--- src/rtl/downcounter_pkg.sv ---
// Shared definitions for the loadable down-counter/timer: FSM encodings and default width.
package downcounter_pkg;

  localparam int DEFAULT_WIDTH = 4;

  typedef enum logic [1:0] {
    ST_IDLE = 2'd0,
    ST_RUN  = 2'd1,
    ST_DONE = 2'd2
  } state_t;

endpackage

--- src/rtl/downcounter_sync.sv ---
// Loadable down-counter/timer: a start pulse loads a value, which counts down to zero and ends in a one-cycle done pulse.
// Optional periodic mode is enabled with `define DOWNCOUNTER_SYNC_AUTORELOAD_EN.
module downcounter_sync
  import downcounter_pkg::*;
#(
  parameter int WIDTH = DEFAULT_WIDTH
) (
  input  logic             clock,
  input  logic             reset,
  input  logic             start,
  input  logic [WIDTH-1:0] load_value,
  input  logic             enable,
  input  logic             stop,
  output logic [WIDTH-1:0] count,
  output logic             busy,
  output logic             done,
  output state_t           dbg_state
);

  // Handshake: start is accepted only in IDLE and stop only in RUN; both are
  // single-cycle level samples on the rising edge, with no ready/ack returned.
  state_t state;

`ifdef DOWNCOUNTER_SYNC_AUTORELOAD_EN
  logic [WIDTH-1:0] reload;
`endif

  assign dbg_state = state;

  always_ff @(posedge clock or negedge reset) begin
    if (!reset) begin
      state  <= ST_IDLE;
      count  <= '0;
      busy   <= 1'b0;
      done   <= 1'b0;
`ifdef DOWNCOUNTER_SYNC_AUTORELOAD_EN
      reload <= '0;
`endif
    end else begin
      case (state)
        ST_IDLE: begin
          busy <= 1'b0;
          done <= 1'b0;
          if (start) begin
            count  <= load_value;
`ifdef DOWNCOUNTER_SYNC_AUTORELOAD_EN
            reload <= load_value;
`endif
            if (load_value != '0) begin
              state <= ST_RUN;
              busy  <= 1'b1;
            end else begin
              state <= ST_DONE;
              done  <= 1'b1;
            end
          end
        end

        ST_RUN: begin
          if (stop) begin
            state <= ST_IDLE;
            busy  <= 1'b0;
          end else if (enable && count != '0) begin
            count <= count - WIDTH'(1);
            // Reaching zero on this edge: the done pulse occupies the next cycle.
            if (count == WIDTH'(1)) begin
              state <= ST_DONE;
              busy  <= 1'b0;
              done  <= 1'b1;
            end
          end
        end

        ST_DONE: begin
          done <= 1'b0;
`ifdef DOWNCOUNTER_SYNC_AUTORELOAD_EN
          if (reload != '0) begin
            state <= ST_RUN;
            count <= reload;
            busy  <= 1'b1;
          end else begin
            state <= ST_IDLE;
            busy  <= 1'b0;
          end
`else
          state <= ST_IDLE;
          busy  <= 1'b0;
`endif
        end

        default: begin
          // Unused encoding: fall back to IDLE without disturbing count.
          state <= ST_IDLE;
          busy  <= 1'b0;
          done  <= 1'b0;
        end
      endcase
    end
  end

endmodule

--- config.mk ---
export PLATFORM = sky130hd
export DESIGN_NAME = downcounter_sync
export DESIGN_NICKNAME = d
export VERILOG_FILES = /design/src/rtl/downcounter_pkg.sv /design/src/rtl/downcounter_sync.sv
export SDC_FILE = /design/constraint.sdc
export NUM_CORES = 1
export LEC_CHECK = 0
export BUFFER_PORTS_ARGS = -buffer_cell sky130_fd_sc_hd__buf_2
export CORE_AREA = 10 10 47 49
export CTS_CLUSTER_DIAMETER = 30
export CTS_CLUSTER_SIZE = 12
export DETAILED_ROUTE_END_ITERATION = 10
export DIE_AREA = 0 0 57 59
export GPL_TIMING_DRIVEN = 0
export PLACE_DENSITY_LB_ADDON = 0.1
export SLEW_MARGIN = 40
export SYNTH_ARGS = -nofsm -noshare
export SYNTH_HDL_FRONTEND = slang
export SYNTH_SLANG_ARGS = --single-unit
--- constraint.sdc ---
create_clock -name clock -period 2.3 [get_ports clock]
set_clock_uncertainty 0.2 [all_clocks]
set_input_delay 0.115 -clock clock [delete_from_list [all_inputs] [get_ports clock]]
set_output_delay 0.115 -clock clock [all_outputs]
set_load 0.05 [all_outputs]
**Word-level counts from Yosys, hierarchy flattened**

Cells that the tools add are included.

- Word-level logic and storage cells: 44
- Flip-flop bits (word level): 8
- Output and inout port bits: 8
- Input port bits: 9

- Add/subtract/negate cells: 1
- Reductions and logical operators: 9
- Equal/unequal tests: 8
- Muxes and demuxes: 22

Operator list:

| operator | count |
|---|---|
| $mux W4 | 3 |
| $mux W1 | 10 |
| $mux W2 | 5 |
| $ne A2 B2 Y1 const B | 4 |
| $pmux W4 S2 | 1 |
| $reduce_bool A4 Y1 | 2 |
| $ne A3 B3 Y1 const B | 2 |
| $reduce_and A3 Y1 | 2 |
| $eq A4 B1 Y1 const B | 1 |
| $pmux W1 S2 | 2 |
| $pmux W2 S2 | 1 |
| $reduce_and A4 Y1 | 1 |
| $sub A4 B1 Y4 const B | 1 |
| $eq A2 B1 Y1 const B | 1 |
| $logic_not A2 Y1 | 1 |
| $reduce_and A2 Y1 | 1 |
| $reduce_bool A2 Y1 | 1 |
| $logic_and A1 B1 Y1 | 1 |

**Longest topological paths before layout**

Gate-level depths: netlist of run 1.

- Depth after elaboration: 5
- Gate-level depth with buffers: 5
- Mapped depth without buffers: 5

**Worst setup path before layout of run 1**

OpenSTA, ideal clock, no wires.

- Path type: register to register
- Start point: register count[0]
- End point: register state[0] (netlist: dbg_state[0])
- Clock period less this slack: 2100 ps
- Setup time: 138 ps
- Stages on the path, launching flop included: 6
- Path buffers: 0
- Setup slack: 200 ps
- Arrival: 1762 ps
- Required time: 1962 ps
- Path through: dfrtp_1 > inv_1 > ha_1 > nor4b_1 > a211o_1 > o21ai_0

- Longest elaborated chain between the ends: 4
- Elaborated cells on any way between the ends: 6
- Those cells by class: 3 x eq/ne; 3 x reduce/logical

Ends and longest elaborated chain:

| what | line | text |
|---|---|---|
| from (decl) | downcounter_sync.sv:14 | `output logic [WIDTH-1:0] count,` |
| from (signal assigned) | downcounter_sync.sv:45 | `count <= load_value;` |
| from (signal assigned) | downcounter_sync.sv:64 | `count <= count - WIDTH'(1);` |
| $reduce_bool A4 Y1 | downcounter_sync.sv:63 | `end else if (enable && count != '0) begin` |
| $logic_and A1 B1 Y1 | downcounter_sync.sv:63 |  |
| $ne A3 B3 Y1 (no source line) | -- |  |
| $reduce_and A3 Y1 (no source line) * | -- |  |
| to (signal assigned) | downcounter_sync.sv:61 | `state <= ST_IDLE;` |
| to (signal assigned) | downcounter_sync.sv:67 | `state <= ST_DONE;` |
| to (signal assigned) | downcounter_sync.sv:86 | `state <= ST_IDLE;` |
| to (decl) | downcounter_sync.sv:22 | `state_t state;` |

Every way passes the cells marked *; elsewhere a longest branch is shown, timed or not.
A chain may end at the register's enable or synchronous reset.

**Final worst setup path of run 1**

Ends and elaborated chain as after synthesis.

==> flow_summary.toml, run 1 <==
[detailed_routing]
vias_per_cell = 5.46
drc_errors = 0
drt_iter0_markers = 19
ant_nets = 0
drt-wirelength-per-cell_um = 14.8
firstDrtPassIters = 4
vias = 497
routed_wl_um = 1350

[timing]
setup_tns_ns = 0
fin_ws_ns = 0.300
worst_pin_slew_ns = 0.554
min_period_over_period = 0.870
worst_hold_slack_ns = -0.00318
hold_violations = 2
finalSetupViolCount = 0
fmax_mhz = 500
finalMaxSlewViolations = 0
rsz0062_at_grt = "false"
maxSlewHeadroom = 0.626
fin_crit_ns = 2.00

[placed_design]
dp.cells = 82
hpwl_um = 1060
gp_congestion = 0.758
numPortBuffers = 16
post-place-ws_ns = 0.246

[synthesis]
ys_async_sr_fraction = 1.00
syn-cell-area_um2 = 505
ys_seq_area_frac = 0.396
ys_warn_count = 0
syn_avg_cell_area_um2 = 10.1
synth_ff_type = "dfrtp_1"
synth_edf_count = 0
yosysUniqueCellTypes = 28
synth_nets = 61
synthCells = 50
ys_ff_latch = 8

[cells_and_area]
final_cells = 91
layout_commonest_cell = "buf_2"
fin_util = 0.491
final_cell_mix = "buf_2 (17), dfrtp_1 (8), dlygate4sd3_1 (6)"
drive_gt1_frac = 0.347
nets = 88
syn2layout_area_growth_pct = 36.1
antenna_cells = 0

[setup_path]
critical_path_arrival_ns = 1.93
crit_required_ns = 2.23
setup.worst_path.end_class = "register"
path_max_fanout = 6
start_kind = "register"
worstSetupPathType = "reg2reg"

[min_path]
worstHoldPathType = "in2reg"

[cts]
cts.sinks = 8
cts_made_buffers = 3
cts_resized = 0
clk_root_buffer_cell = "clkbuf_4"
worst_skew_pair.late_latency_ns = 0.26
cts.clk_slew.worst_paths_ns = 0.06
cts_tree = "done"
hold_buffers = 6
cts-htree-levels = 1
ctsLongestPathBuffers = 2
postCtsSetupRepairBufs = 0

[pwr]
pwr-share-comb = 0.490
seqPwrFrac = 0.333
p_leak_nw = 0.314
ir_drop_mv = 0.406
power_switching_mw = 0.315
swShare = 0.484
power_density_nw_per_um2 = 944
power.internal_mw = 0.335
pwr-share-clk = 0.177

[grt]
grt_start_max_net_pins = 11
grt_pass1_vias = 518
grt_pass1_wl_um = 2280
overflow = 0
grt_usage = 0.0835
antenna_found_initial = 0

[die]
start_util = 0.361
ios = 17
row_count = 14
die_area_um2 = 3360
chipWidth_um = 57
die_h_um = 59
core_area_um2 = 1400

[run_status]
failed_checks = "hold timing"
status = "finished, violations left"

[flow_run]
maxCapViolCount = 0
-- state kept, by name, summed over array words and instances (netlist names) --
register and count:
busy 1, count 4, done 1, dbg_state 2
-- power by group through the flow --
stage / Combinational [mW] / Clock, mW / Sequential, mW
floorplan: 0.118 / 0 / 0.333
global placement: 0.314 / 0 / 0.219
detailed placement: 0.315 / 0 / 0.218
CTS: 0.323 / 0.113 / 0.216
global route: 0.345 / 0.117 / 0.222
finish: 0.318 / 0.115 / 0.216
-- metrics by stage --
stage / hold slack [ns] / power [mW] / cell area (um2)
floorplan: -0.381 / 0.451 / 505
global placement: -0.224 / 0.532 / 606
detailed placement: -0.223 / 0.533 / 606
CTS: 0.00524 / 0.652 / 688
global route: 0.0328 / 0.685 / 688
finish: -0.00318 / 0.649 / 688
-- cell type report --
cell class / count / area (um2)
flip-flops and latches: 8 / 200
inverters: 4 / 15.0
repair buffers: 22 / 140
fillers: 148 / 713
well taps: 16 / 20.0
multi-input cells: 37 / 285
clock buffers: 3 / 22.5
plain buffers: 1 / 5.00
-- worst paths after layout --
path                            slack (ns)  cells past startpoint            startpoint                        to
max in group asynchronous             1.70                      2                 reset      count[2]$_DFFE_PN0P_
worst max-delay path                  0.30                      5  count[0]$_DFFE_PN0P_  dbg_state[0]$_DFFE_PN0P_
worst min register to register        0.32                      2      busy$_DFFE_PN0P_          busy$_DFFE_PN0P_
worst min-delay path                -0.003                      3         load_value[0]  dbg_state[0]$_DFFE_PN0P_
min in group asynchronous             0.03                      2                 reset      count[3]$_DFFE_PN0P_
worst max register to register        0.30                      5  count[0]$_DFFE_PN0P_  dbg_state[0]$_DFFE_PN0P_
-- worst max-delay path, cell delays in order (launching register included) --
cell	delay [ns]
dfrtp_1	0.44
inv_1	0.11
ha_1	0.26
nor4b_1	0.55
a211o_1	0.23
o21ai_0	0.08
-- logic make-up after synthesis --
family,Yosys count,share of synthesized area
compound gates,15,0.240
buf+inv,5,0.0396
simple gates,19,0.255
flops,8,0.396
mux,1,0.0198
fa+ha+maj,2,0.0495
-- synthesized netlist by cell type (all sizes together), types with 2 or more instances --
master,n,area share
nor3,2,0.020
nor2b,2,0.025
inv,4,0.030
ha,2,0.049
or3b,2,0.040
a311oi,5,0.099
o22ai,2,0.025
a21oi,2,0.020
nand2,3,0.022
nor2,3,0.022
dfrtp,8,0.40
-- layer usage --
| layer | vias up | GRT usage | wire length, um |
|---|---|---|---|
| met3 | 5 | 0.0236 | 58 |
| met2 | 12 | 0.130 | 589 |
| met5 | - | 0 | 0 |
| li1 | 244 | - | - |
| met4 | 0 | 0.0403 | 27 |
| met1 | 236 | 0.103 | 670 |
Note: power is estimated with default switching activity, not from simulation.
==> run 2: changes to the inputs <==
clock period = 2.45 ns   (was 2.3 ns; I/O delays follow)
==> run 2 against run 1 <==
Against the previous run:
- the flow now finishes without violations
- register-to-register slack better by 0.098 ns
- largest power group unchanged
- cell area is 1.5% lower
- routed wire length is 1.8% higher
- critical endpoint unchanged
- worst setup slack better by 0.098 ns
- sequential share of layout area is 0.43 points higher
==> flow_summary.toml, run 2 (synthesis results as in run 1) <==
[run_status]
status = "completed"

[cts]
hold_buffers = 5
clk_root_buffer_cell = "clkbuf_4"
worst_skew_pair.late_latency_ns = 0.25
cts_resized = 0
cts.sinks = 8
ctsLongestPathBuffers = 2
cts-htree-levels = 1
cts_tree = "done"
cts.clk_slew.worst_paths_ns = 0.06
cts_made_buffers = 3
postCtsSetupRepairBufs = 0

[placed_design]
hpwl_um = 1060
gp_congestion = 0.758
numPortBuffers = 16

[die]
core_area_um2 = 1400
ios = 17
die_area_um2 = 3360
start_util = 0.361
chipWidth_um = 57
row_count = 14
die_h_um = 59

[cells_and_area]
layout_commonest_cell = "buf_2"
fillers = 148
drive_gt1_frac = 0.351
nets = 87
antenna_cells = 0
largest_register_ff_count = 4
final_cell_mix = "buf_2 (17), dfrtp_1 (8), dlygate4sd3_1 (5)"
syn2layout_area_growth_pct = 34.2
top_register = "count"

[timing]
fin_crit_ns = 2.05
rsz0062_at_grt = "false"
worst_hold_slack_ns = 0.00495
finalMaxSlewViolations = 0
setup_tns_ns = 0
hold_violations = 0
fmax_mhz = 487
finalSetupViolCount = 0
worst_pin_slew_ns = 0.616
maxSlewHeadroom = 0.584
min_period_over_period = 0.838

[setup_path]
start_kind = "register"
crit_required_ns = 2.36
critPathLaunch = "count[0]$_DFFE_PN0P_"
worstSetupPathType = "reg2reg"
ff2ff_setup_slack_ns = 0.40
reg2reg_to = "dbg_state[0]$_DFFE_PN0P_"
crit_end = "dbg_state[0]$_DFFE_PN0P_"
worst_path_max_delay_cell = "nor4b_1"
slowest_delay_ns = 0.59
critical_path_arrival_ns = 1.97
r2r_cells = 5
reg2reg_from = "count[0]$_DFFE_PN0P_"
cp_cell_sequence = "inv_1 -> ha_1 -> nor4b_1 -> a211o_1 -> o21ai_0"
path_max_fanout = 6
setup.worst_path.end_class = "register"

[grt]
grt_pass1_vias = 516
overflow = 0
grt_pass1_wl_um = 2320
grt_usage = 0.0845
antenna_found_initial = 0
grt_start_max_net_pins = 11

[detailed_routing]
drc_errors = 0
ant_nets = 0
drt_iter0_markers = 9
firstDrtPassIters = 4
vias_per_cell = 5.47
vias = 492
routed_wl_um = 1370
drt-wirelength-per-cell_um = 15.2

[pwr]
ir_drop_mv = 0.375
p_leak_nw = 0.310
power_density_nw_per_um2 = 889

[min_path]
worstHoldPathType = "in2reg"

[flow_run]
maxCapViolCount = 0
[run 2: changes by cell type in the layout (fill, tap and decap cells not counted), sizes merged]
cell / before / now
dlygate4sd3: 6 / 5
[run 2: final cells by class]
cell class                      count  area, um2  share of cell area
Multi-Input combinational cell     37        285               0.421
Sequential cell                     8        200               0.295
Timing Repair Buffer               21        130               0.192
Clock buffer                        3       22.5              0.0332
Tap cell                           16       20.0              0.0295
Inverter                            4       15.0              0.0221
Buffer                              1       5.00             0.00738
[run 2: critical path: cells and delay by family (launching register included)]
kind	cells	cell delay, ns
buf+inv	1	0.11
simple gates	1	0.59
compound gates	2	0.31
flops	1	0.44
fa+ha+maj	1	0.26
[run 2: report_power, final]
| part | internal [mW] | leakage (nW) | total (mW) | switching (mW) |
|---|---|---|---|---|
| registers | 0.164 | 0.0961 | 0.203 | 0.0388 |
| clock network | 0.0562 | 0.0138 | 0.103 | 0.0464 |
| logic | 0.0928 | 0.200 | 0.298 | 0.205 |
| total | 0.313 | 0.310 | 0.603 | 0.290 |
[run 2: worst min path at each step]
stage           start              endpoint  slack, ns  cells past startpoint
2_1_floorplan   reset      busy$_DFFE_PN0P_      -0.37                      0
3_3_place_gp    reset  count[3]$_DFFE_PN0P_      -0.22                      1
3_5_place_dp    reset  count[3]$_DFFE_PN0P_      -0.22                      1
4_1_cts        enable      busy$_DFFE_PN0P_      0.005                      3
5_1_grt         start      done$_DFFE_PN0P_       0.04                      3
6_report       enable      busy$_DFFE_PN0P_      0.005                      3
[run 2: metrics by stage]
stage | std cells | power (mW) | area (um2) | setup WS, ns | utilization
6_report | 90 | 0.603 | 678 | 0.398 | 0.484
2_1_floorplan | 50 | 0.423 | 505 | 0.350 | -
4_1_cts | 90 | 0.611 | 678 | 0.405 | 0.484
5_1_grt | 90 | 0.643 | 678 | 0.245 | 0.484
3_5_place_dp | 82 | 0.500 | 606 | 0.396 | 0.432
3_3_place_gp | 82 | 0.500 | 606 | 0.439 | 0.432
[run 2: layer usage]
metal	routed length, um	track usage
met3	54	0.0236
met4	10	0.0403
met5	0	0
met2	642	0.133
met1	664	0.103
==> run 3: changes to the inputs <==
clock period = 2 ns   (was 2.45 ns; I/O delays follow)
==> run 3 against run 2 <==
Against the previous run:
- worst hold slack better by 0.0063 ns
- register-to-register slack worse by 0.30 ns
- sequential cell count is the same
- combinational power is 25% higher
- die area is the same
- cell area rose by 6.3%
- non-clock buffer count rose by 3
- routed wire length is 2.1% lower
- worst setup slack worse by 0.30 ns
- core utilization increased by 3.0 points
- sequential power grew 25%
- via count grew 0.41%
- critical endpoint is now count[0]$_DFFE_PN0P_
- largest cell class unchanged
==> flow_summary.toml, run 3 (synthesis results as in run 1) <==
[cells_and_area]
syn2layout_area_growth_pct = 42.6
final_cell_mix = "buf_2 (17), dlygate4sd3_1 (8), dfrtp_1 (6)"
top_register = "count"
nets = 90
drive_gt1_frac = 0.372
largest_register_ff_count = 4
layout_commonest_cell = "buf_2"
final_cells = 94
fillers = 133
antenna_cells = 0

[cts]
cts-htree-levels = 1
cts.clk_slew.worst_paths_ns = 0.06
cts_tree = "done"
worst_skew_pair.late_latency_ns = 0.26
ctsLongestPathBuffers = 2
postCtsSetupRepairBufs = 0
cts.sinks = 8
clk_root_buffer_cell = "clkbuf_4"
cts_made_buffers = 3

[detailed_routing]
vias_per_cell = 5.26
routed_wl_um = 1340
drt_iter0_markers = 6
vias = 494
drc_errors = 0
firstDrtPassIters = 4
ant_nets = 0
drt-wirelength-per-cell_um = 14.3

[die]
die_h_um = 59
chipWidth_um = 57
start_util = 0.361
row_count = 14
die_area_um2 = 3360
core_area_um2 = 1400
ios = 17

[flow_run]
maxCapViolCount = 0

[pwr]
power_mw = 0.765
power_density_nw_per_um2 = 1060
p_leak_nw = 0.322
ir_drop_mv = 0.522

[setup_path]
path_max_fanout = 6
worstSetupPathType = "reg2reg"
start_kind = "register"
crit_required_ns = 1.97
setup.worst_path.end_class = "register"
critical_path_arrival_ns = 1.87

[grt]
grt_usage = 0.0809
antenna_found_initial = 0
grt_start_max_net_pins = 11
grt_pass1_wl_um = 2240
overflow = 0
grt_pass1_vias = 518

[timing]
worst_pin_slew_ns = 0.457
min_period_over_period = 0.950
fin_crit_ns = 1.90
finalSetupViolCount = 0
finalMaxSlewViolations = 0
rsz0062_at_grt = "false"
maxSlewHeadroom = 0.693
fmax_mhz = 526
hold_violations = 0

[placed_design]
dp.cells = 82
gp_congestion = 0.707
hpwl_um = 1050
numPortBuffers = 16

[run_status]
status = "completed"

[min_path]
worstHoldPathType = "in2async"
run 3: repair_timing:
action / CTS / global route
hold buffers: 8 / 0
resized for setup: 1 / 0
endpoints found under the hold margin: 15 / 0
endpoints found under the setup margin: 1 / 0
run 3: cell type report:
cell class	instances	area, um2	share of cell area
Buffer	1	5.00	0.00694
Clock buffer	4	26.3	0.0365
Inverter	4	15.0	0.0208
Multi-Input combinational cell	37	292	0.405
Sequential cell	8	203	0.281
Tap cell	16	20.0	0.0278
Timing Repair Buffer	24	160	0.222
run 3: worst max-delay path, stage by stage (launching register included):
cell      delay (ns)
dfrtp_2         0.44
inv_1           0.10
ha_1            0.24
or3b_4          0.43
nor4bb_1        0.16
a311oi_2        0.23
run 3: per-stage QoR:
stage	setup slack [ns]	cell area, um2	utilization	TNS, ns	hold WS, ns
after CTS	0.0837	721	0.514	0	0.0167
after detailed placement	0.00451	608	0.434	0	-0.240
final	0.0991	721	0.514	0	0.0113
after global placement	-0.00290	608	0.434	-0.00290	-0.241
after floorplan	0.0628	508	-	0	-0.396
after global routing	0.00816	721	0.514	0	0.0328
run 3: final timing paths:
path | end | from | slack [ns] | depth (start not counted)
hold reg to reg | busy$_DFFE_PN0P_ | busy$_DFFE_PN0P_ | 0.32 | 2
hold / removal | count[1]$_DFFE_PN0P_ | reset | 0.01 | 2
min in group clock | busy$_DFFE_PN0P_ | busy$_DFFE_PN0P_ | 0.32 | 2
max in group asynchronous | count[0]$_DFFE_PN0P_ | reset | 1.40 | 2
setup reg to reg | count[0]$_DFFE_PN0P_ | count[0]$_DFFE_PN0P_ | 0.1 | 5
setup / recovery | count[0]$_DFFE_PN0P_ | count[0]$_DFFE_PN0P_ | 0.1 | 5
run 3: layer usage:
layer,part of all wire,vias to the layer above,track usage
met4,0.020,0,0.0503
met1,0.48,223,0.0895
met3,0.065,5,0.0279
met5,0,-,0
li1,-,251,-
met2,0.44,15,0.130
run 3: power breakdown:
group / total (mW) / internal [mW] / leakage, nW / switching, mW
Sequential: 0.253 / 0.204 / 0.0945 / 0.0485
Clock: 0.140 / 0.0769 / 0.0150 / 0.0636
Combinational: 0.372 / 0.120 / 0.213 / 0.252
